[src/rtl/dpram_port_bridge.sv]
// Upstream master for one dpram port: request FIFO, valid/ready issue, one-cycle q capture,
// and a credit-protected response FIFO so no read data is ever dropped.
module dpram_port_bridge #(
  parameter int unsigned ADDR_W    = 6,
  parameter int unsigned DATA_W    = 8,
  parameter int unsigned REQ_DEPTH = 4,
  parameter int unsigned RSP_DEPTH = 4
) (
  input  logic              clk,
  input  logic              rst,
  input  logic              req_valid,
  output logic              req_ready,
  input  logic              req_we,
  input  logic [ADDR_W-1:0] req_addr,
  input  logic [DATA_W-1:0] req_data,
  output logic              mem_valid,
  input  logic              mem_ready,
  output logic              mem_we,
  output logic [ADDR_W-1:0] mem_addr,
  output logic [DATA_W-1:0] mem_data,
  input  logic [DATA_W-1:0] mem_q,
  output logic              rsp_valid,
  input  logic              rsp_ready,
  output logic              rsp_we,
  output logic [DATA_W-1:0] rsp_data,
  output logic              busy
);

  localparam int unsigned REQ_AW = $clog2(REQ_DEPTH);
  localparam int unsigned RSP_AW = $clog2(RSP_DEPTH);
  localparam int unsigned REQ_CW = REQ_AW + 1;
  localparam int unsigned RSP_CW = RSP_AW + 1;
  localparam int unsigned CRD_W  = RSP_AW + 2;

  typedef struct packed {
    logic              we;
    logic [ADDR_W-1:0] addr;
    logic [DATA_W-1:0] data;
  } req_t;

  typedef struct packed {
    logic              we;
    logic [DATA_W-1:0] data;
  } rsp_t;

  req_t              req_mem [REQ_DEPTH];
  logic [REQ_AW-1:0] req_wr_ptr, req_rd_ptr;
  logic [REQ_CW-1:0] req_count;
  logic              req_empty, req_push, req_pop;

  rsp_t              rsp_mem [RSP_DEPTH];
  logic [RSP_AW-1:0] rsp_wr_ptr, rsp_rd_ptr;
  logic [RSP_CW-1:0] rsp_count;
  logic              rsp_empty, rsp_push, rsp_pop;
  rsp_t              rsp_in;

  logic              pend, pend_we;
  logic [DATA_W-1:0] pend_data;
  logic [CRD_W-1:0]  rsp_used;
  req_t              req_head;
  rsp_t              rsp_head;

  // Status and handshakes, all derived from registered state
  always_comb begin
    req_empty = (req_count == REQ_CW'(0));
    req_ready = (req_count != REQ_CW'(REQ_DEPTH));
    rsp_empty = (rsp_count == RSP_CW'(0));
    rsp_used  = CRD_W'(rsp_count) + CRD_W'(pend);
    mem_valid = !req_empty && (rsp_used < CRD_W'(RSP_DEPTH));
    req_push  = req_valid && req_ready;
    req_pop   = mem_valid && mem_ready;
    rsp_valid = !rsp_empty;
    rsp_pop   = rsp_valid && rsp_ready;
    rsp_push  = pend;
    busy      = !req_empty || pend || !rsp_empty;
  end

  // Head fields forced to zero while the corresponding FIFO is empty
  always_comb begin
    req_head = req_empty ? '0 : req_mem[req_rd_ptr];
    mem_we   = req_head.we;
    mem_addr = req_head.addr;
    mem_data = req_head.data;
    rsp_head = rsp_empty ? '0 : rsp_mem[rsp_rd_ptr];
    rsp_we   = rsp_head.we;
    rsp_data = rsp_head.data;
  end

  // Writes echo their own data; reads take q, valid the cycle after the handshake
  always_comb begin
    rsp_in.we   = pend_we;
    rsp_in.data = pend_we ? pend_data : mem_q;
  end

  always_ff @(posedge clk or posedge rst) begin
    if (rst) begin
      req_wr_ptr <= '0;
      req_rd_ptr <= '0;
      req_count  <= '0;
    end else begin
      if (req_push) req_wr_ptr <= req_wr_ptr + REQ_AW'(1);
      if (req_pop)  req_rd_ptr <= req_rd_ptr + REQ_AW'(1);
      case ({req_push, req_pop})
        2'b10:   req_count <= req_count + REQ_CW'(1);
        2'b01:   req_count <= req_count - REQ_CW'(1);
        default: req_count <= req_count;
      endcase
    end
  end

  always_ff @(posedge clk) begin
    if (req_push) req_mem[req_wr_ptr] <= '{we: req_we, addr: req_addr, data: req_data};
    if (rsp_push) rsp_mem[rsp_wr_ptr] <= rsp_in;
  end

  // Capture stage: one outstanding op whose q arrives on the next edge
  always_ff @(posedge clk or posedge rst) begin
    if (rst) begin
      pend      <= 1'b0;
      pend_we   <= 1'b0;
      pend_data <= '0;
    end else begin
      pend <= req_pop;
      if (req_pop) begin
        pend_we   <= mem_we;
        pend_data <= mem_data;
      end
    end
  end

  always_ff @(posedge clk or posedge rst) begin
    if (rst) begin
      rsp_wr_ptr <= '0;
      rsp_rd_ptr <= '0;
      rsp_count  <= '0;
    end else begin
      if (rsp_push) rsp_wr_ptr <= rsp_wr_ptr + RSP_AW'(1);
      if (rsp_pop)  rsp_rd_ptr <= rsp_rd_ptr + RSP_AW'(1);
      case ({rsp_push, rsp_pop})
        2'b10:   rsp_count <= rsp_count + RSP_CW'(1);
        2'b01:   rsp_count <= rsp_count - RSP_CW'(1);
        default: rsp_count <= rsp_count;
      endcase
    end
  end

endmodule

[config.mk]
export PLATFORM = sky130hd
export DESIGN_NAME = dpram_port_bridge
export DESIGN_NICKNAME = d
export VERILOG_FILES = /design/src/rtl/dpram_port_bridge.sv
export SDC_FILE = /design/constraint.sdc
export NUM_CORES = 1
export LEC_CHECK = 0
export BUFFER_PORTS_ARGS = -buffer_cell sky130_fd_sc_hd__buf_4
export CAP_MARGIN = 20
export CORE_MARGIN = 3
export CORE_UTILIZATION = 45
export CTS_CLUSTER_DIAMETER = 100
export CTS_CLUSTER_SIZE = 8
export DETAILED_ROUTE_END_ITERATION = 8
export PLACE_DENSITY_LB_ADDON = 0.12
export SKIP_CTS_REPAIR_TIMING = 1
export SLEW_MARGIN = 20
export SYNTH_ARGS = -nofsm -noshare
export SYNTH_HDL_FRONTEND = slang
export SYNTH_SLANG_ARGS = --single-unit
[constraint.sdc]
create_clock -name clk -period 2.3 [get_ports clk]
set_input_delay 0.23 -clock clk [delete_from_list [all_inputs] [get_ports clk]]
set_output_delay 0.23 -clock clk [all_outputs]
set_load 0.01 [all_outputs]
==> flow_summary_export.csv, run 1 <==
group,metric,value,unit
outcome,status,"completed",
clock_tree,cts_made_buffers,17,
clock_tree,clk_latency,0.51,ns
cells_and_area,layoutNonFillerInstCount,513,
route,drt-total-wl,8.81,mm
floorplanning,die_area,0.0125,mm^2
placed_design,dp_hpwl,5.56,mm
global_routing,antenna_found_initial,0,
job,cap_violations,0,
synth,synthCells,264,
sta,drv_slew,0,
floorplanning,boundaryPins,56,
sta,relSlewSlack,0.651,
sta,period_minus_slack,2.26,ns
clock_tree,clkSlewWorstSetupHoldPaths,0.06,ns
route,dr.pass1.iters,4,
clock_tree,cts_root_buf,"clkbuf_8",
synth,yosysTopAreaCell,"edfxtp_1",
power_and_ir_drop,power.share.combinational,0.356,
setup_path,crit_path_start,"req_rd_ptr[0]$_DFFE_PP0P_",
power_and_ir_drop,power_density,1390,mW/mm^2
placed_design,dp_slack,0.137,ns
sta,max_freq,443,MHz
synth,synth.area.top_cells,"edfxtp_1 (57%), dfrtp_1 (12%), mux4_1 (6.8%)",
sta,rsz0062_at_grt,"yes",
floorplanning,die_w,112,um
setup_path,cp_max_fo,8,
route,wl_per_cell,17.2,um
setup_path,worstReg2RegStart,"req_count[0]$_DFFE_PP0P_",
setup_path,critPathLaunchType,"register",
clock_tree,htreeDepth,4,
power_and_ir_drop,swShare,0.301,
cells_and_area,drive_gt1_frac,0.394,
placed_design,io_buffers,55,
cells_and_area,nNetsFinal,400,
route,vias_per_cell,4.96,
cells_and_area,num-fill-cells,823,
placed_design,dp.cells,460,
cells_and_area,syn2layout_area_growth,27.6,%
power_and_ir_drop,netSwitchingPower,2.69,mW
setup_path,reg2reg_depth,9,
placed_design,gp_congestion,0.706,
min_path,holdCritStartpoint,"rsp_ready",
min_path,hold_path.class,"input pin to register",
power_and_ir_drop,p_seq_frac,0.373,
sta,skew,0.0147,ns
synth,ys_seq_elements,120,
global_routing,grt_max_degree,25,
synth,synth.cell_area,0.00505,mm^2
cells_and_area,num_antenna_cells,0,
min_path,min_delay_path_depth,3,
clock_tree,cts_buffer_depth,2,
floorplanning,coreArea,0.0109,mm^2
sta,finalSetupViolations,0,
power_and_ir_drop,leakage,2.49,nW
sta,fin_crit_sh,0.982,
sta,fin_ws,0.0407,ns
sta,final_hold_viol_count,0,
route,vias,2545,
route,ant_nets,0,
cells_and_area,final_util,0.592,
global_routing,grt_pass1_vias,2645,
setup_path,critPathRequiredTime,2.07,ns
global_routing,grt_first_pass_wirelength,14.0,mm
synth,yosysWarnings,0,
clock_tree,cts_tree,"built",
global_routing,gr-total-overflow,0,
setup_path,endpoint_kind,"output port",
setup_path,arrival,2.03,ns
clock_tree,cts_sinks,120,
route,drt_iter0_drc,79,
synth,syn_area_per_cell,19.1,um^2
synth,synth_top_cell_area_share,0.571,
floorplanning,initial_core_util,0.464,
synth,ys_seq_area_frac,0.690,
synth,synthesis.nets,304,
setup_path,critPathKind,"register to output port",
power_and_ir_drop,p_int,6.25,mW
sta,tightest_slew,0.523,ns
floorplanning,rows,38,
route,drc,0,
global_routing,grt_usage,0.148,
synth,synth_cell_types,31,
floorplanning,die-height,112,um
power_and_ir_drop,peakVddDrop,0.631,mV
power_and_ir_drop,pwr-share-clk,0.272,
## synth_stat cells, drive strengths merged
library cell and n:
xor2 7, mux4 24, o21ai 1, nand3 3
or3b 1, buf 5, nor4 1, and2 30
nor2 2, dfrtp 24, and3 5, nor2b 1
xnor2 5, mux2i 2, ha 10, fa 2
nor3 2, inv 14, nand2 2, mux2 18
clkbuf 6, or3 3, edfxtp 96
## area by class of cell
class	count	area, um^2	share of cell area
Clock buffer	17	414	0.0642
Clock inverter	15	145	0.0225
Inverter	14	57.6	0.00893
Multi-Input combinational cell	119	1430	0.222
Sequential cell	120	3490	0.541
Tap cell	140	175	0.0272
Timing Repair Buffer	88	738	0.115
## layer usage
metal | up-vias | global-route usage | wire length (um)
li1 | 1204 | - | -
met1 | 1287 | 0.180 | 3800
met2 | 46 | 0.251 | 4600
met3 | 8 | 0.0429 | 322
met4 | 0 | 0.0577 | 87
met5 | - | 0 | 0
## power by group through the flow
stage               logic, mW  clock network, mW  registers [mW]
finish                   3.18               2.43            3.33
global route             3.50               2.59            3.40
CTS                      3.06               2.48            3.32
detailed placement       3.05                  0            3.36
global placement         3.03                  0            3.34
floorplan                2.11                  0            3.21
## through the flow
| stage | hold WS [ns] | power (mW) | instance area, um^2 | TNS (ns) |
|---|---|---|---|---|
| 4_1_cts | -0.239 | 8.86 | 6220 | -1.07 |
| 5_1_grt | 0.0281 | 9.49 | 6450 | -0.0618 |
| 2_1_floorplan | 0.245 | 5.32 | 5050 | 0 |
| 3_5_place_dp | 0.307 | 6.41 | 5660 | 0 |
| 3_3_place_gp | 0.303 | 6.37 | 5660 | 0 |
| 6_report | 0.0310 | 8.94 | 6450 | 0 |
## path summary, 6_finish.rpt
path                                              to  slack (ns)
min                        rsp_rd_ptr[1]$_DFFE_PP0N_        0.03
max reg2reg                 req_count[2]$_DFFE_PP0P_        0.14
min reg2reg                 pend_data[6]$_DFFE_PP0P_        0.51
min in group asynchronous   rsp_count[1]$_DFFE_PP0P_        0.34
max in group asynchronous  req_rd_ptr[0]$_DFFE_PP0P_        1.69
max                                      mem_data[6]        0.04
## sequential cells by signal, summed over array words and instances (netlist names), 3 cells and up
| name | flops |
|---|---|
| req_mem | 60 |
| rsp_mem | 36 |
| pend_data | 8 |
| req_count | 3 |
| rsp_count | 3 |
## cell usage in the layout (no fill, tap or decap), types with 3 or more instances in the layout
cell type and n:
and2_1 26, and3_1 5, buf_4 68, clkbuf_16 17, clkinv_4 3, clkinvlp_4 5, dfrtp_1 22, dlygate4sd3_1 16
edfxtp_1 96, ha_1 10, inv_1 13, inv_6 5, mux2_2 8, mux2_4 10, mux4_1 8, mux4_2 16
xnor2_1 5, xor2_1 7
## worst max-delay path, cell delays in order, from the launching register on
cell and delay [ns]:
dfrtp_2 0.45, buf_12 0.17, mux4_1 0.58, and2_1 0.19, buf_4 0.14
## cells by family (layout without fill, tap and decap cells)
logic type / after synthesis / count (layout) / share of synthesized area
DFF: 120 / 120 / 0.690
and+or+nand+nor: 50 / 50 / 0.0627
muxes: 44 / 44 / 0.168
buffers and inverters: 25 / 134 / 0.0250
adders and majority gates: 12 / 12 / 0.0327
xor gates and xnor gates: 12 / 12 / 0.0208
AOI/OAI and AO/OA: 1 / 1 / 0.000990
(Power assumes the default switching activity.)
==> inputs of run 2 (changes only) <==
==> constraint.sdc (replaced) <==
create_clock -name clk -period 2.3 [get_ports clk]
set_input_delay 0.69 -clock clk [delete_from_list [all_inputs] [get_ports clk]]
set_output_delay 0.69 -clock clk [all_outputs]
set_load 0.01 [all_outputs]
==> run 2 against run 1 <==
Net effect: the run now ends with negative setup slack left; worst setup slack lost 0.39 ns; highest routed layer unchanged; final cell count shrank 0.78%; final area grew 2.9%; core utilization grew 1.7 points; critical path depth is the same; register-to-register slack lost 0.08 ns; worst hold slack gained 0.21 ns; maximum frequency shrank 15%; clock-buffer cell count is the same.
==> flow_summary_export.csv, run 2 (synthesized netlist as in run 1, its figures left out) <==
group,metric,value,unit
floorplanning,initial_core_util,0.464,
floorplanning,die_w,112,um
power_and_ir_drop,leakage,2.59,nW
outcome,status,"finished with violations",
job,cap_violations,0,
setup_path,r2r_slack,0.06,ns
sta,finalSetupViolations,26,
setup_path,r2r_end,"req_count[2]$_DFFE_PP0P_",
floorplanning,rows,38,
setup_path,crit_path_start,"req_rd_ptr[0]$_DFFE_PP0P_",
cells_and_area,drive_gt1_frac,0.526,
route,wl_per_cell,18.0,um
global_routing,grt_usage,0.150,
cells_and_area,ff_latch_area,0.00349,mm^2
route,drc,0,
placed_design,gp_congestion,0.720,
clock_tree,cts_made_buffers,17,
cells_and_area,regMostFlops,"req_mem",
setup_path,reg2reg_depth,10,
setup_path,arrival,1.96,ns
route,dr.pass1.iters,4,
sta,final_hold_viol_count,0,
setup_path,crit_end,"mem_data[7]",
cells_and_area,final_cell_mix,"edfxtp_1 (96), buf_4 (47), buf_6 (29)",
sta,relSlewSlack,0.468,
clock_tree,cts_buffer_depth,2,
clock_tree,clk_latency,0.51,ns
setup_path,critPathLaunchType,"register",
power_and_ir_drop,finalPower,10.0,mW
cells_and_area,reg.largest.list,"req_mem (60), rsp_mem (36), pend_data (8)",
route,drt_iter0_drc,101,
sta,tns,-6.53,ns
placed_design,dp_slack,0.0153,ns
setup_path,worstReg2RegStart,"req_count[0]$_DFFE_PP0P_",
sta,skew,0.00690,ns
setup_path,critPathKind,"register to output port",
clock_tree,cts_tree,"built",
sta,rsz0062_at_grt,"yes",
cells_and_area,largest_reg_flops,60,
floorplanning,coreArea,0.0109,mm^2
route,ant_nets,0,
floorplanning,boundaryPins,56,
setup_path,cp_max_fo,7,
cells_and_area,final_util,0.609,
outcome,violations,"negative setup slack",
global_routing,grt_first_pass_wirelength,14.1,mm
clock_tree,cts_sinks,120,
global_routing,grt_max_degree,25,
floorplanning,die-height,112,um
sta,fin_ws,-0.351,ns
sta,period_minus_slack,2.65,ns
clock_tree,cts_root_buf,"clkbuf_8",
global_routing,antenna_found_initial,0,
cells_and_area,final_common_cell,"edfxtp_1",
global_routing,grt_pass1_vias,2672,
clock_tree,clkSlewWorstSetupHoldPaths,0.06,ns
sta,drv_slew,0,
sta,max_freq,377,MHz
placed_design,dp_hpwl,5.56,mm
global_routing,gr-total-overflow,0,
placed_design,io_buffers,55,
route,vias_per_cell,4.99,
cells_and_area,syn2layout_area_growth,31.3,%
route,vias,2540,
power_and_ir_drop,power_density,1510,mW/mm^2
setup_path,critPathRequiredTime,1.61,ns
placed_design,dpl_cell_area,0.00570,mm^2
clock_tree,htreeDepth,4,
power_and_ir_drop,peakVddDrop,0.737,mV
sta,fin_crit_sh,1.15,
cells_and_area,multi_input_area,0.00147,mm^2
cells_and_area,design_area,0.00663,mm^2
setup_path,endpoint_kind,"output port",
route,drt-total-wl,9.16,mm
cells_and_area,num-fill-cells,801,
cells_and_area,nNetsFinal,396,
sta,tightest_slew,0.798,ns
cells_and_area,num_antenna_cells,0,
min_path,hold_path.class,"input pin to async pin",
floorplanning,die_area,0.0125,mm^2
[run 2: area by class of cell]
type / count / share of cell area
clock buffer: 17 / 0.0624
clock inverter: 15 / 0.0266
inverter: 14 / 0.00868
multi-input combinational: 119 / 0.222
sequential: 120 / 0.526
tap: 140 / 0.0264
timing repair buffer: 84 / 0.128
[run 2: critical path: stages (launching register included)]
cell and delay (ns):
dfrtp_2 0.45, clkbuf_16 0.20, mux4_2 0.53, and2_4 0.16, buf_6 0.11
[run 2: how the worst min path moves through the flow]
stage                                to                startpoint  depth (start not counted)
2_1_floorplan  req_count[2]$_DFFE_PP0P_  req_count[2]$_DFFE_PP0P_                          1
3_5_place_dp   pend_data[2]$_DFFE_PP0P_  pend_data[2]$_DFFE_PP0P_                          1
3_3_place_gp   pend_data[1]$_DFFE_PP0P_  pend_data[1]$_DFFE_PP0P_                          1
4_1_cts        req_count[1]$_DFFE_PP0P_                       rst                          3
6_report       req_count[1]$_DFFE_PP0P_                       rst                          3
5_1_grt        req_count[1]$_DFFE_PP0P_                       rst                          3
[run 2: report_power, final]
group | switching (mW) | leakage, nW | internal (mW) | total (mW)
sequential | 0.316 | 1.16 | 3.03 | 3.35
clock | 1.02 | 0.285 | 1.58 | 2.60
combinational | 1.60 | 1.15 | 2.49 | 4.09
total | 2.93 | 2.59 | 7.11 | 10.0
[run 2: layer usage]
metal | up-vias | GRT usage | share of wire
met2 | 53 | 0.247 | 0.52
met3 | 5 | 0.0522 | 0.038
met4 | 0 | 0.0529 | 0.0039
met5 | - | 0 | 0
li1 | 1189 | - | -
met1 | 1293 | 0.185 | 0.44
[run 2: stage by stage]
stage / std cells / hold WS [ns]
global route: 509 / 0.252
global placement: 458 / 0.493
detailed placement: 458 / 0.501
CTS: 490 / 0.227
floorplan: 264 / 0.470
finish: 509 / 0.246
==> inputs of run 3 (changes only) <==
Settings changed: CORE_ASPECT_RATIO set to 0.8, RECOVER_POWER set to 25, SETUP_SLACK_MARGIN set to 0.05.
==> run 3 against run 2 <==
Net effect: the run still ends with negative setup slack left; core utilization rose by 0.50 points; clock power hardly changed; sequential power barely moved; sequential share of layout area increased by 0.91 points; sequential cell count unchanged; via count up 0.51%; wire length rose by 2.4%; final area shrank 1.7%; worst hold slack improved by 0.093 ns; clock-buffer cell count did not move; worst setup slack improved by 0.14 ns; largest power group unchanged; highest routed layer unchanged.
==> flow_summary_export.csv, run 3 (synthesized netlist as in run 1, its figures left out) <==
group,metric,value,unit
clock_tree,cts_tree,"built",
placed_design,gp_congestion,0.720,
clock_tree,clk_latency,0.41,ns
route,vias_per_cell,5.05,
floorplanning,die_area,0.0125,mm^2
route,drt-total-wl,9.38,mm
sta,rsz0062_at_grt,"yes",
cells_and_area,final_common_cell,"edfxtp_1",
cells_and_area,largest_reg_flops,60,
power_and_ir_drop,peakVddDrop,0.788,mV
clock_tree,cts_made_buffers,17,
cells_and_area,nNetsFinal,393,
power_and_ir_drop,leakage,2.51,nW
sta,skew,0.00620,ns
cells_and_area,final_util,0.614,
job,cap_violations,0,
cells_and_area,num_antenna_cells,0,
sta,final_hold_viol_count,0,
placed_design,io_buffers,55,
route,drc,0,
sta,finalSetupViolations,25,
global_routing,grt_pass1_vias,2638,
global_routing,grt_usage,0.152,
setup_path,endpoint_kind,"output port",
floorplanning,die_w,124,um
power_and_ir_drop,power_density,1520,mW/mm^2
clock_tree,cts_sinks,120,
clock_tree,cts_buffer_depth,2,
sta,max_freq,398,MHz
cells_and_area,final_cell_mix,"edfxtp_1 (96), buf_4 (33), buf_6 (26)",
sta,relSlewSlack,0.452,
floorplanning,coreArea,0.0106,mm^2
sta,drv_slew,0,
placed_design,dp_hpwl,5.95,mm
placed_design,dpl_cell_area,0.00573,mm^2
route,drt_iter0_drc,166,
setup_path,critPathLaunchType,"register",
cells_and_area,syn2layout_area_growth,29.1,%
sta,tightest_slew,0.821,ns
floorplanning,initial_core_util,0.476,
sta,fin_ws,-0.211,ns
cells_and_area,reg.largest.list,"req_mem (60), rsp_mem (36), pend_data (8)",
route,ant_nets,0,
global_routing,gr-total-overflow,0,
global_routing,grt_first_pass_wirelength,14.0,mm
setup_path,cp_max_fo,8,
setup_path,arrival,1.82,ns
cells_and_area,drive_gt1_frac,0.470,
outcome,violations,"negative setup slack",
route,vias,2553,
cells_and_area,regMostFlops,"req_mem",
clock_tree,clkSlewWorstSetupHoldPaths,0.05,ns
clock_tree,htreeDepth,4,
setup_path,critPathKind,"register to output port",
global_routing,grt_max_degree,25,
route,dr.pass1.iters,4,
sta,fin_crit_sh,1.09,
outcome,status,"finished with violations",
floorplanning,boundaryPins,56,
route,wl_per_cell,18.5,um
cells_and_area,design_area,0.00652,mm^2
floorplanning,die-height,101,um
sta,whs,0.339,ns
min_path,hold_path.class,"input pin to async pin",
clock_tree,cts_root_buf,"clkbuf_16",
setup_path,reg2reg_depth,9,
floorplanning,rows,33,
global_routing,antenna_found_initial,0,
sta,period_minus_slack,2.51,ns
setup_path,critPathRequiredTime,1.61,ns
## run 3: cell type report
class                      instances  area (um^2)
timing repair buffer              81          742
tap                              140          175
clock inverter                    15          159
clock buffer                      17          425
inverter                          14         57.6
sequential                       120         3490
multi-input combinational        119         1470
fill                             797         4090
## run 3: per-layer routing
layer	vias to the layer above	part of all wire	GRT usage
met5	-	0	0
met4	0	0.0086	0.0480
li1	1181	-	-
met2	65	0.46	0.225
met3	9	0.054	0.0646
met1	1298	0.48	0.207
## run 3: metrics by stage
step | total power [mW] | worst slack (ns) | std cells | setup TNS, ns
2_1_floorplan | 5.32 | 0.113 | 264 | 0
3_3_place_gp | 6.56 | 0.0871 | 463 | 0
3_5_place_dp | 6.62 | 0.0138 | 463 | 0
4_1_cts | 9.22 | -0.345 | 495 | -6.67
5_1_grt | 10.5 | -0.285 | 506 | -5.90
6_report | 9.94 | -0.211 | 506 | -4.23
## run 3: worst max-delay path, stage by stage (launching register included)
cell and delay, ns:
dfrtp_2 0.44, buf_12 0.16, mux4_2 0.54, and2_4 0.16, buf_6 0.11
## run 3: power by group
part / leakage (nW) / internal [mW] / total, mW / switching [mW]
registers: 1.16 / 3.03 / 3.36 / 0.330
logic: 1.06 / 2.42 / 4.00 / 1.57
clock network: 0.287 / 1.68 / 2.58 / 0.894
## run 3: path summary, 6_finish.rpt
| path | start | end | slack (ns) |
|---|---|---|---|
| max in group asynchronous | rst | req_count[0]$_DFFE_PP0P_ | 1.69 |
| min | rst | rsp_count[1]$_DFFE_PP0P_ | 0.34 |
| min in group clk | rsp_rd_ptr[1]$_DFFE_PP0N_ | rsp_rd_ptr[1]$_DFFE_PP0N_ | 0.47 |
| max | req_rd_ptr[0]$_DFFE_PP0P_ | mem_data[5] | -0.21 |
| max reg2reg | req_count[0]$_DFFE_PP0P_ | req_count[2]$_DFFE_PP0P_ | 0.16 |
| min reg2reg | rsp_rd_ptr[1]$_DFFE_PP0N_ | rsp_rd_ptr[1]$_DFFE_PP0N_ | 0.47 |
